### src/rtl/multicycle_fsm_if.sv
// Memory handshake between the multicycle control FSM and the unified memory.
// The FSM drives the request side; the memory answers with mem_ready.
interface multicycle_fsm_if;
    logic mem_req;
    logic MemWrite;
    logic AdrSrc;
    logic mem_ready;

    modport master (
        output mem_req,
        output MemWrite,
        output AdrSrc,
        input  mem_ready
    );

    modport slave (
        input  mem_req,
        input  MemWrite,
        input  AdrSrc,
        output mem_ready
    );
endinterface

### src/rtl/multicycle_fsm.sv
// Control FSM for a multicycle RV32I-subset core with a unified, stallable memory.
// Moore-style sequencing; datapath controls are decoded from state plus instruction fields.
module multicycle_fsm (
    input  logic                     clk,
    input  logic                     reset,
    input  logic [6:0]               op,
    input  logic [2:0]               funct3,
    input  logic                     funct7b5,
    input  logic                     Zero,
    input  logic                     N,
    input  logic                     V,
    input  logic                     C,
    multicycle_fsm_if.master         mem,
    output logic                     IRWrite,
    output logic                     PCWrite,
    output logic                     RegWrite,
    output logic [1:0]               ALUSrcA,
    output logic [1:0]               ALUSrcB,
    output logic [1:0]               ResultSrc,
    output logic [2:0]               ImmSrc,
    output logic [3:0]               ALUControl,
    output logic                     retire,
    output logic                     illegal
);

    localparam logic [6:0] OP_LOAD   = 7'b0000011;
    localparam logic [6:0] OP_STORE  = 7'b0100011;
    localparam logic [6:0] OP_RTYPE  = 7'b0110011;
    localparam logic [6:0] OP_ITYPE  = 7'b0010011;
    localparam logic [6:0] OP_BRANCH = 7'b1100011;
    localparam logic [6:0] OP_JAL    = 7'b1101111;
    localparam logic [6:0] OP_JALR   = 7'b1100111;
    localparam logic [6:0] OP_LUI    = 7'b0110111;
    localparam logic [6:0] OP_AUIPC  = 7'b0010111;

    localparam logic [2:0] IMM_I = 3'b000;
    localparam logic [2:0] IMM_S = 3'b001;
    localparam logic [2:0] IMM_B = 3'b010;
    localparam logic [2:0] IMM_J = 3'b011;
    localparam logic [2:0] IMM_U = 3'b100;

    localparam logic [3:0] ALU_ADD  = 4'b0000;
    localparam logic [3:0] ALU_SUB  = 4'b0001;
    localparam logic [3:0] ALU_AND  = 4'b0010;
    localparam logic [3:0] ALU_OR   = 4'b0011;
    localparam logic [3:0] ALU_XOR  = 4'b0100;
    localparam logic [3:0] ALU_SLT  = 4'b0101;
    localparam logic [3:0] ALU_SLTU = 4'b0110;
    localparam logic [3:0] ALU_SLL  = 4'b0111;
    localparam logic [3:0] ALU_SRL  = 4'b1000;
    localparam logic [3:0] ALU_SRA  = 4'b1001;

    typedef enum logic [3:0] {
        S_FETCH    = 4'd0,
        S_DECODE   = 4'd1,
        S_MEMADR   = 4'd2,
        S_MEMREAD  = 4'd3,
        S_MEMWB    = 4'd4,
        S_MEMWRITE = 4'd5,
        S_EXECR    = 4'd6,
        S_EXECI    = 4'd7,
        S_ALUWB    = 4'd8,
        S_BRANCH   = 4'd9,
        S_JAL      = 4'd10,
        S_JALR     = 4'd11,
        S_LUI      = 4'd12,
        S_AUIPC    = 4'd13,
        S_ILLEGAL  = 4'd14
    } state_t;

    state_t     state_reg;
    state_t     state_next;

    logic       mem_req_dec;
    logic       mem_write_dec;
    logic       ir_write_dec;
    logic       pc_write_dec;
    logic       reg_write_dec;
    logic       retire_dec;
    logic       branch_taken;
    logic [3:0] alu_op_dec;

    always_ff @(posedge clk or negedge reset) begin
        if (!reset) begin
            state_reg <= S_FETCH;
        end else begin
            state_reg <= state_next;
        end
    end

    // Shared funct3 decode for register and immediate ALU ops; SUB exists only for R-type.
    always_comb begin
        alu_op_dec = ALU_ADD;
        case (funct3)
            3'b000:  alu_op_dec = (state_reg == S_EXECR && funct7b5) ? ALU_SUB : ALU_ADD;
            3'b001:  alu_op_dec = ALU_SLL;
            3'b010:  alu_op_dec = ALU_SLT;
            3'b011:  alu_op_dec = ALU_SLTU;
            3'b100:  alu_op_dec = ALU_XOR;
            3'b101:  alu_op_dec = funct7b5 ? ALU_SRA : ALU_SRL;
            3'b110:  alu_op_dec = ALU_OR;
            default: alu_op_dec = ALU_AND;
        endcase
    end

    always_comb begin
        branch_taken = 1'b0;
        case (funct3)
            3'b000:  branch_taken = Zero;
            3'b001:  branch_taken = !Zero;
            3'b100:  branch_taken = N ^ V;
            3'b101:  branch_taken = !(N ^ V);
            3'b110:  branch_taken = !C;
            3'b111:  branch_taken = C;
            default: branch_taken = 1'b0;
        endcase
    end

    always_comb begin
        state_next    = state_reg;
        mem_req_dec   = 1'b0;
        mem_write_dec = 1'b0;
        mem.AdrSrc    = 1'b0;
        ir_write_dec  = 1'b0;
        pc_write_dec  = 1'b0;
        reg_write_dec = 1'b0;
        retire_dec    = 1'b0;
        illegal       = 1'b0;
        ALUSrcA       = 2'b00;
        ALUSrcB       = 2'b00;
        ResultSrc     = 2'b00;
        ImmSrc        = IMM_I;
        ALUControl    = ALU_ADD;

        case (state_reg)
            S_FETCH: begin
                mem_req_dec  = 1'b1;
                ALUSrcB      = 2'b10;
                ResultSrc    = 2'b10;
                ir_write_dec = mem.mem_ready;
                pc_write_dec = mem.mem_ready;
                if (mem.mem_ready) state_next = S_DECODE;
            end
            S_DECODE: begin
                ALUSrcA = 2'b01;
                ALUSrcB = 2'b01;
                ImmSrc  = (op == OP_JAL) ? IMM_J : IMM_B;
                case (op)
                    OP_LOAD, OP_STORE: state_next = S_MEMADR;
                    OP_RTYPE:          state_next = S_EXECR;
                    OP_ITYPE:          state_next = S_EXECI;
                    OP_BRANCH:         state_next = S_BRANCH;
                    OP_JAL:            state_next = S_JAL;
                    OP_JALR:           state_next = S_JALR;
                    OP_LUI:            state_next = S_LUI;
                    OP_AUIPC:          state_next = S_AUIPC;
                    default:           state_next = S_ILLEGAL;
                endcase
            end
            S_MEMADR: begin
                ALUSrcA    = 2'b10;
                ALUSrcB    = 2'b01;
                ImmSrc     = (op == OP_LOAD) ? IMM_I : IMM_S;
                state_next = (op == OP_LOAD) ? S_MEMREAD : S_MEMWRITE;
            end
            S_MEMREAD: begin
                mem.AdrSrc  = 1'b1;
                mem_req_dec = 1'b1;
                if (mem.mem_ready) state_next = S_MEMWB;
            end
            S_MEMWB: begin
                ResultSrc     = 2'b01;
                reg_write_dec = 1'b1;
                retire_dec    = 1'b1;
                state_next    = S_FETCH;
            end
            S_MEMWRITE: begin
                mem.AdrSrc    = 1'b1;
                mem_req_dec   = 1'b1;
                mem_write_dec = 1'b1;
                retire_dec    = mem.mem_ready;
                if (mem.mem_ready) state_next = S_FETCH;
            end
            S_EXECR: begin
                ALUSrcA    = 2'b10;
                ALUControl = alu_op_dec;
                state_next = S_ALUWB;
            end
            S_EXECI: begin
                ALUSrcA    = 2'b10;
                ALUSrcB    = 2'b01;
                ALUControl = alu_op_dec;
                state_next = S_ALUWB;
            end
            S_ALUWB: begin
                reg_write_dec = 1'b1;
                retire_dec    = 1'b1;
                state_next    = S_FETCH;
            end
            S_BRANCH: begin
                ALUSrcA    = 2'b10;
                ALUControl = ALU_SUB;
                // funct3 010/011 are not branch encodings; treat as an illegal instruction.
                if (funct3 == 3'b010 || funct3 == 3'b011) begin
                    state_next = S_ILLEGAL;
                end else begin
                    pc_write_dec = branch_taken;
                    retire_dec   = 1'b1;
                    state_next   = S_FETCH;
                end
            end
            S_JAL: begin
                ALUSrcA      = 2'b01;
                ALUSrcB      = 2'b10;
                pc_write_dec = 1'b1;
                state_next   = S_ALUWB;
            end
            S_JALR: begin
                ALUSrcA    = 2'b10;
                ALUSrcB    = 2'b01;
                state_next = S_JAL;
            end
            S_LUI: begin
                ALUSrcA    = 2'b11;
                ALUSrcB    = 2'b01;
                ImmSrc     = IMM_U;
                state_next = S_ALUWB;
            end
            S_AUIPC: begin
                ALUSrcA    = 2'b01;
                ALUSrcB    = 2'b01;
                ImmSrc     = IMM_U;
                state_next = S_ALUWB;
            end
            S_ILLEGAL: begin
                illegal = 1'b1;
            end
            default: begin
                state_next = S_FETCH;
            end
        endcase
    end

    // Reset is asynchronous, so enables are also masked combinationally while it is held.
    assign mem.mem_req  = mem_req_dec   & reset;
    assign mem.MemWrite = mem_write_dec & reset;
    assign IRWrite      = ir_write_dec  & reset;
    assign PCWrite      = pc_write_dec  & reset;
    assign RegWrite     = reg_write_dec & reset;
    assign retire       = retire_dec    & reset;

endmodule

### src/flat_wrapper.sv
// flat-port wrapper written by rule: the top's interface ports become plain ports
module multicycle_fsm_flat 
  (clk, reset, op, funct3, funct7b5, Zero, N, V, C, IRWrite, PCWrite, RegWrite, ALUSrcA, ALUSrcB, ResultSrc, ImmSrc, ALUControl, retire, illegal, mem_mem_req, mem_MemWrite, mem_AdrSrc, mem_mem_ready);
  multicycle_fsm_if mem_i ();
  input  logic clk;
  input  logic reset;
  input  logic [6:0] op;
  input  logic [2:0] funct3;
  input  logic funct7b5;
  input  logic Zero;
  input  logic N;
  input  logic V;
  input  logic C;
  output logic IRWrite;
  output logic PCWrite;
  output logic RegWrite;
  output logic [1:0] ALUSrcA;
  output logic [1:0] ALUSrcB;
  output logic [1:0] ResultSrc;
  output logic [2:0] ImmSrc;
  output logic [3:0] ALUControl;
  output logic retire;
  output logic illegal;
  output wire logic [$bits(mem_i.mem_req)-1:0] mem_mem_req;
  output wire logic [$bits(mem_i.MemWrite)-1:0] mem_MemWrite;
  output wire logic [$bits(mem_i.AdrSrc)-1:0] mem_AdrSrc;
  input wire logic [$bits(mem_i.mem_ready)-1:0] mem_mem_ready;
  assign mem_mem_req = mem_i.mem_req;
  assign mem_MemWrite = mem_i.MemWrite;
  assign mem_AdrSrc = mem_i.AdrSrc;
  assign mem_i.mem_ready = mem_mem_ready;
  multicycle_fsm u_core (.clk(clk), .reset(reset), .op(op), .funct3(funct3), .funct7b5(funct7b5), .Zero(Zero), .N(N), .V(V), .C(C), .mem(mem_i), .IRWrite(IRWrite), .PCWrite(PCWrite), .RegWrite(RegWrite), .ALUSrcA(ALUSrcA), .ALUSrcB(ALUSrcB), .ResultSrc(ResultSrc), .ImmSrc(ImmSrc), .ALUControl(ALUControl), .retire(retire), .illegal(illegal));
endmodule
### config.mk
export PLATFORM = sky130hd
export DESIGN_NAME = multicycle_fsm_flat
export DESIGN_NICKNAME = d
export VERILOG_FILES = /design/src/rtl/multicycle_fsm_if.sv /design/src/rtl/multicycle_fsm.sv /design/src/flat_wrapper.sv
export SDC_FILE = /design/constraint.sdc
export NUM_CORES = 1
export LEC_CHECK = 0
export CORE_ASPECT_RATIO = 1.4
export CORE_MARGIN = 10
export CORE_UTILIZATION = 42
export DETAILED_ROUTE_END_ITERATION = 8
export PLACE_DENSITY = 0.81
export SLEW_MARGIN = 20
export SYNTH_ARGS = -nofsm -noshare
export SYNTH_HDL_FRONTEND = slang
export SYNTH_SLANG_ARGS = --single-unit
### constraint.sdc
create_clock -name clk -period 1.76 [get_ports clk]
set_input_delay 0.352 -clock clk [delete_from_list [all_inputs] [get_ports clk]]
set_output_delay 0.352 -clock clk [all_outputs]
set_load 0.01 [all_outputs]
==> results of run 1 <==
-- per-stage QoR --
step	std cells	util (%)	worst slack, ns	area [sq um]	TNS (ns)
global placement	224	82.63	-0.6993	1630	-7.063
detailed placement	224	82.63	-0.7562	1630	-7.692
floorplan	126	-	0.04190	865.8	0
CTS	239	87.38	-0.1668	1724	-0.7126
-- cells by family after synthesis --
group                  count (synthesis)  share of synthesized area [%]
XOR/XNOR                               5                          6.648
multiplexers                           3                          3.757
buffers and inverters                 13                          6.357
AO/OA/AOI/OAI                         39                          31.22
flip-flops                             4                          11.56
AND/OR/NAND/NOR                       62                          40.46
-- cell usage after synthesis, drive strengths merged (2+ instances only) --
library cell  count
nand2            12
nor2             12
o21ai             9
and3              8
a21oi             7
nor2b             7
nand2b            6
buf               5
clkbuf            4
dfrtp             4
nor3              4
inv               3
nand3             3
o211ai            3
o22ai             3
xnor2             3
a22o              2
a31oi             2
a32oi             2
a41oi             2
mux2              2
nand3b            2
nor4              2
nor4bb            2
-- what timing repair did --
action / CTS
buffers inserted: 12
endpoints found under the hold margin: 0
pin swaps: 9
resized for setup: 122
endpoints found under the setup margin: 23
==> metrics.md, run 1 <==
| Metric | Value |
|---|---|
| Clock Tree Buf Depth | `2` |
| Halt point of the flow | `global routing (5_1_grt)` |
| Status | `stopped before the end` |
| Worst endpoint type | `output port` |
| Post-CTS Hold Buffers | `0` |
| Syn avg cell area | `between 6 and 7 sq um` |
| Synth cell types | `between 40 and 50` |
| CTS buffer count | `3` |
| Die height | `roughly 74 um` |
| Mapped Area | `865.8 sq um` |
| FFs w/ async S/R, synth | `between 90% and 100%` |
| Row cnt | `19` |
| Starting density of the core | `between 40% and 50%` |
| H-tree depth | `1` |
| Ys Warns | `0` |
| Largest area contributor in the netlist | `dfrtp_1` |
| Clock sinks | `4` |
| Placer Congestion | `between 0.9 and 1` |
| Die extent in x | `just under 60 um` |
| Ys flop type | `dfrtp_1` |
| I/O pin total | `39` |
| Top cells by area, synth | `dfrtp_1 12%, and3_1 5.8%, o21ai_0 5.2%` |
| Synthesized flop and latch total | `4` |
| Post-synth EDFFs | `0` |
| Buffers on Ports | `38` |
| Top cell type's share of synthesized area | `11.56%` |
| Root buffer cell | `clkbuf_4` |
| Synth Instances | `126` |
| Worst endpoint left by the global-route repair_timing run | `ImmSrc[0]` |
| Sequential share of the synthesized area | `a little under an eighth` |
| HPWL Detailed | `3147 um` |
| Log Error | `[ERROR DPL-0033] detailed placement checks failed during check placement.` |
| Net count after synthesis | `144` |
| Antenna violations before repair | `0` |
| Largest net degree at the start of global routing | `12` |
==> inputs of run 2 (changes only) <==
--- a/config.mk
+++ b/config.mk
@@ -5,11 +5,10 @@
 export SDC_FILE = /design/constraint.sdc
 export NUM_CORES = 1
 export LEC_CHECK = 0
-export CORE_ASPECT_RATIO = 1.4
-export CORE_MARGIN = 10
-export CORE_UTILIZATION = 42
+export CORE_AREA = 10 10 71 73
 export DETAILED_ROUTE_END_ITERATION = 8
-export PLACE_DENSITY = 0.81
+export DIE_AREA = 0 0 81 83
+export PLACE_DENSITY_LB_ADDON = 0.15
 export SLEW_MARGIN = 20
 export SYNTH_ARGS = -nofsm -noshare
 export SYNTH_HDL_FRONTEND = slang
==> metrics.md, run 2 <==
| Metric | Value |
|---|---|
| Status | `complete, but fails checks` |
| Failing checks | `negative setup slack` |
| Type of the worst min-delay path | `in -> async` |
| Largest net degree at the start of global routing | `10` |
| Tmin final | `about 1.9 ns` |
| Commonest non-fill, non-tap cell in the layout | `buf_4` |
| GR Overflow Total | `0` |
| CORE AREA | `around 3600 sq um` |
| Static leakage | `0.001016 uW` |
| Ys Warns | `0` |
| Vias in the first global route | `1,385` |
| Crit path buf inv count | `2` |
| Drt pass-1 iters | `4` |
| Die area | `between 6000 and 7000 sq um` |
| Post-Place Cells | `about 250` |
| Synth Instances | `approximately 130` |
| Worst r2r dst | `u_core.state_reg[0]` |
| Ys flop type | `dfrtp_1` |
| Routed Antenna Nets | `0` |
| Critical path depth | `5` |
| Starting density of the core | `between 20% and 30%` |
| Setup TNS | `-0.9929 ns` |
| Max Cap Viol | `0` |
| Slew HR | `between 80% and 90%` |
| Crit path from | `op[5]` |
| Data arrival, critical path | `1.57 ns` |
| FF-to-FF setup slack | `between 0.1 and 0.15 ns` |
| Peak supply drop | `~0.8 mV` |
| Max reg flops | `4` |
| Final Worst Setup Slack | `-0.1636 ns` |
| Top cell type's share of synthesized area | `a little under an eighth` |
| Synth cell types | `between 40 and 50` |
| CTS buffer count | `3` |
| Clock Latency Late Sink | `between 0.2 and 0.25 ns` |
| CTS tree | `yes` |
| Clock sinks | `4` |
| Buffers on Ports | `38` |
| FFs w/ async S/R, synth | `100.0%` |
| HPWL Detailed | `2976 um` |
| Top cells by area, synth | `dfrtp_1 12%, and3_1 5.8%, o21ai_0 5.2%` |
| Mapped Area | `~870 sq um` |
| Via/cell ratio | `4.888` |
| Die height | `around 83 um` |
| Top cells by count, synth | `12 x nand2_1, 12 x nor2_1, 9 x o21ai_0` |
| Worst path slowest cell | `or4_4` |
| Non-filler instance count after layout | `between 200 and 300` |
| Crit start category | `input pin` |
| Layout cell share with drive strength beyond 1 | `62.17%` |
| Root buffer cell | `clkbuf_8` |
| CP endpoint | `ImmSrc[0]` |
| Final net count | `250` |
| I/O pin total | `39` |
| Net count after synthesis | `approximately 140` |
| Total GRT Usage | `between 10 and 15%` |
| Fmax achieved | `519.9 MHz` |
| Fin Hold WS | `around 0.57 ns` |
| Die extent in x | `81 um` |
| Slew Viols, Final | `0` |
| Antenna diode instance count | `0` |
| Crit path max fanout | `2` |
| Commonest non-fill, non-tap cells in the layout | `45 x buf_4, 28 x buf_6, 16 x buf_2, 9 x nand2_1, 8 x dlygate4sd2_1` |
| DR DRC count | `0` |
| Critical Path RT | `about 1.4 ns` |
| Final core utilization | `between 50% and 60%` |
| RSZ-0062 raised after global routing | `true` |
| Reg2reg path depth | `8` |
| Worst slew pin tran | `between 0.2 and 0.3 ns` |
| Worst path cell trace | `clkdlybuf4s15_1 > or4_4 > o211ai_1 > o31ai_2 > buf_2` |
| Max stage delay on crit path | `just over 0.5 ns` |
| Placer Congestion | `~0.8` |
| DRT Wirelength | `between 4000 and 5000 um` |
| Antenna violations before repair | `0` |
| H-tree depth | `1` |
| 1st-iter DRT viols | `between 50 and 60` |
| P&R area growth vs syn | `149.6%` |
| Worst clock skew | `about 0.0015 ns` |
| Synthesized flop and latch total | `4` |
| Final setup viols | `12` |
| Global-route wire length before repair | `6561 um` |
| Row cnt | `22` |
| CP Capture Type | `primary output` |
| Largest area contributor in the netlist | `dfrtp_1` |
| Crit path kind | `in -> out` |
| Syn avg cell area | `around 6.9 sq um` |
| Fin crit share | `109.3%` |
| Via count | `1,359` |
| Clock transition at the registers of the reported paths | `about 0.030 ns` |
| Post-CTS Hold Buffers | `0` |
| Post-DR wirelength/cell | `15.79 um` |
| Tot Pwr | `between 2000 and 3000 uW` |
| Hold Vio Cnt, Final | `0` |
| Post-synth EDFFs | `0` |
| CP delay by family, top | `simple AND/OR/NAND/NOR gates` |
| Clock Tree Buf Depth | `2` |
| Filler instances | `about 350` |
| Sequential share of the synthesized area | `a little under an eighth` |
| Worst R2R Start | `u_core.state_reg[1]` |
| Cell Pwr Density | `around 1300 nW/um^2` |
## run 2: cell counts after synthesis
No cell type changed its count.
## run 2: worst min-delay path by stage
stage,to,depth (start not counted),slack (ns)
after global routing,u_core.state_reg[0],3,0.61
after global placement,u_core.state_reg[0],3,0.79
after CTS,u_core.state_reg[0],3,0.56
after detailed placement,u_core.state_reg[0],3,0.79
final,u_core.state_reg[3],3,0.57
after floorplan,u_core.state_reg[0],0,0.06
## run 2: per-stage QoR
stage,setup WS (ns),cell area (sq um)
finish,-0.1636,2161
global route,-0.2493,2161
CTS,-0.1543,1832
detailed placement,-0.7622,1654
global placement,-0.7181,1654
floorplan,0.04190,865.8
## run 2: cell families after synthesis
family / after synthesis / share of synthesized area, %
AOI/OAI and AO/OA: 39 / 31.22
xor gates and xnor gates: 5 / 6.648
buffers and inverters: 13 / 6.357
DFF: 4 / 11.56
muxes: 3 / 3.757
and+or+nand+nor: 62 / 40.46
## run 2: layer usage
layer  up-vias  part of all wire [%]  track usage, %
met5         -                     0               0
met4         0                     0           1.878
li1        681                     -               -
met3         0                   3.3           1.940
met1       658                    44           15.70
met2        20                    52           18.37
## run 2: worst min-delay path: stages
cell	delay (ns)
clkdlybuf4s50_1	0.46
buf_4	0.16
buf_4	0.15
## run 2: what timing repair did
action | CTS | global route
setup buffers | 12 | 11
endpoints found under the setup margin | 22 | 19
pin swaps | 17 | 21
gates cloned | 0 | 0
gates resized for setup | 140 | 59
## run 2: area by class of cell
type | instances | area, sq um | share of cell area, %
multi-input cells | 109 | 964.7 | 44.64
repair buffers | 110 | 963.4 | 44.59
flip-flops and latches | 4 | 103.9 | 4.806
well taps | 48 | 60.06 | 2.779
clock buffers | 3 | 41.29 | 1.911
inverters | 4 | 27.53 | 1.274
## run 2: power breakdown
part / internal [uW] / switching, uW / total, uW
sequential: 136 / 69.1 / 205
combinational: 1410 / 1080 / 2500
clock: 146 / 53.6 / 200
total: 1690 / 1210 / 2900
Power figures use the tool's default switching activity.
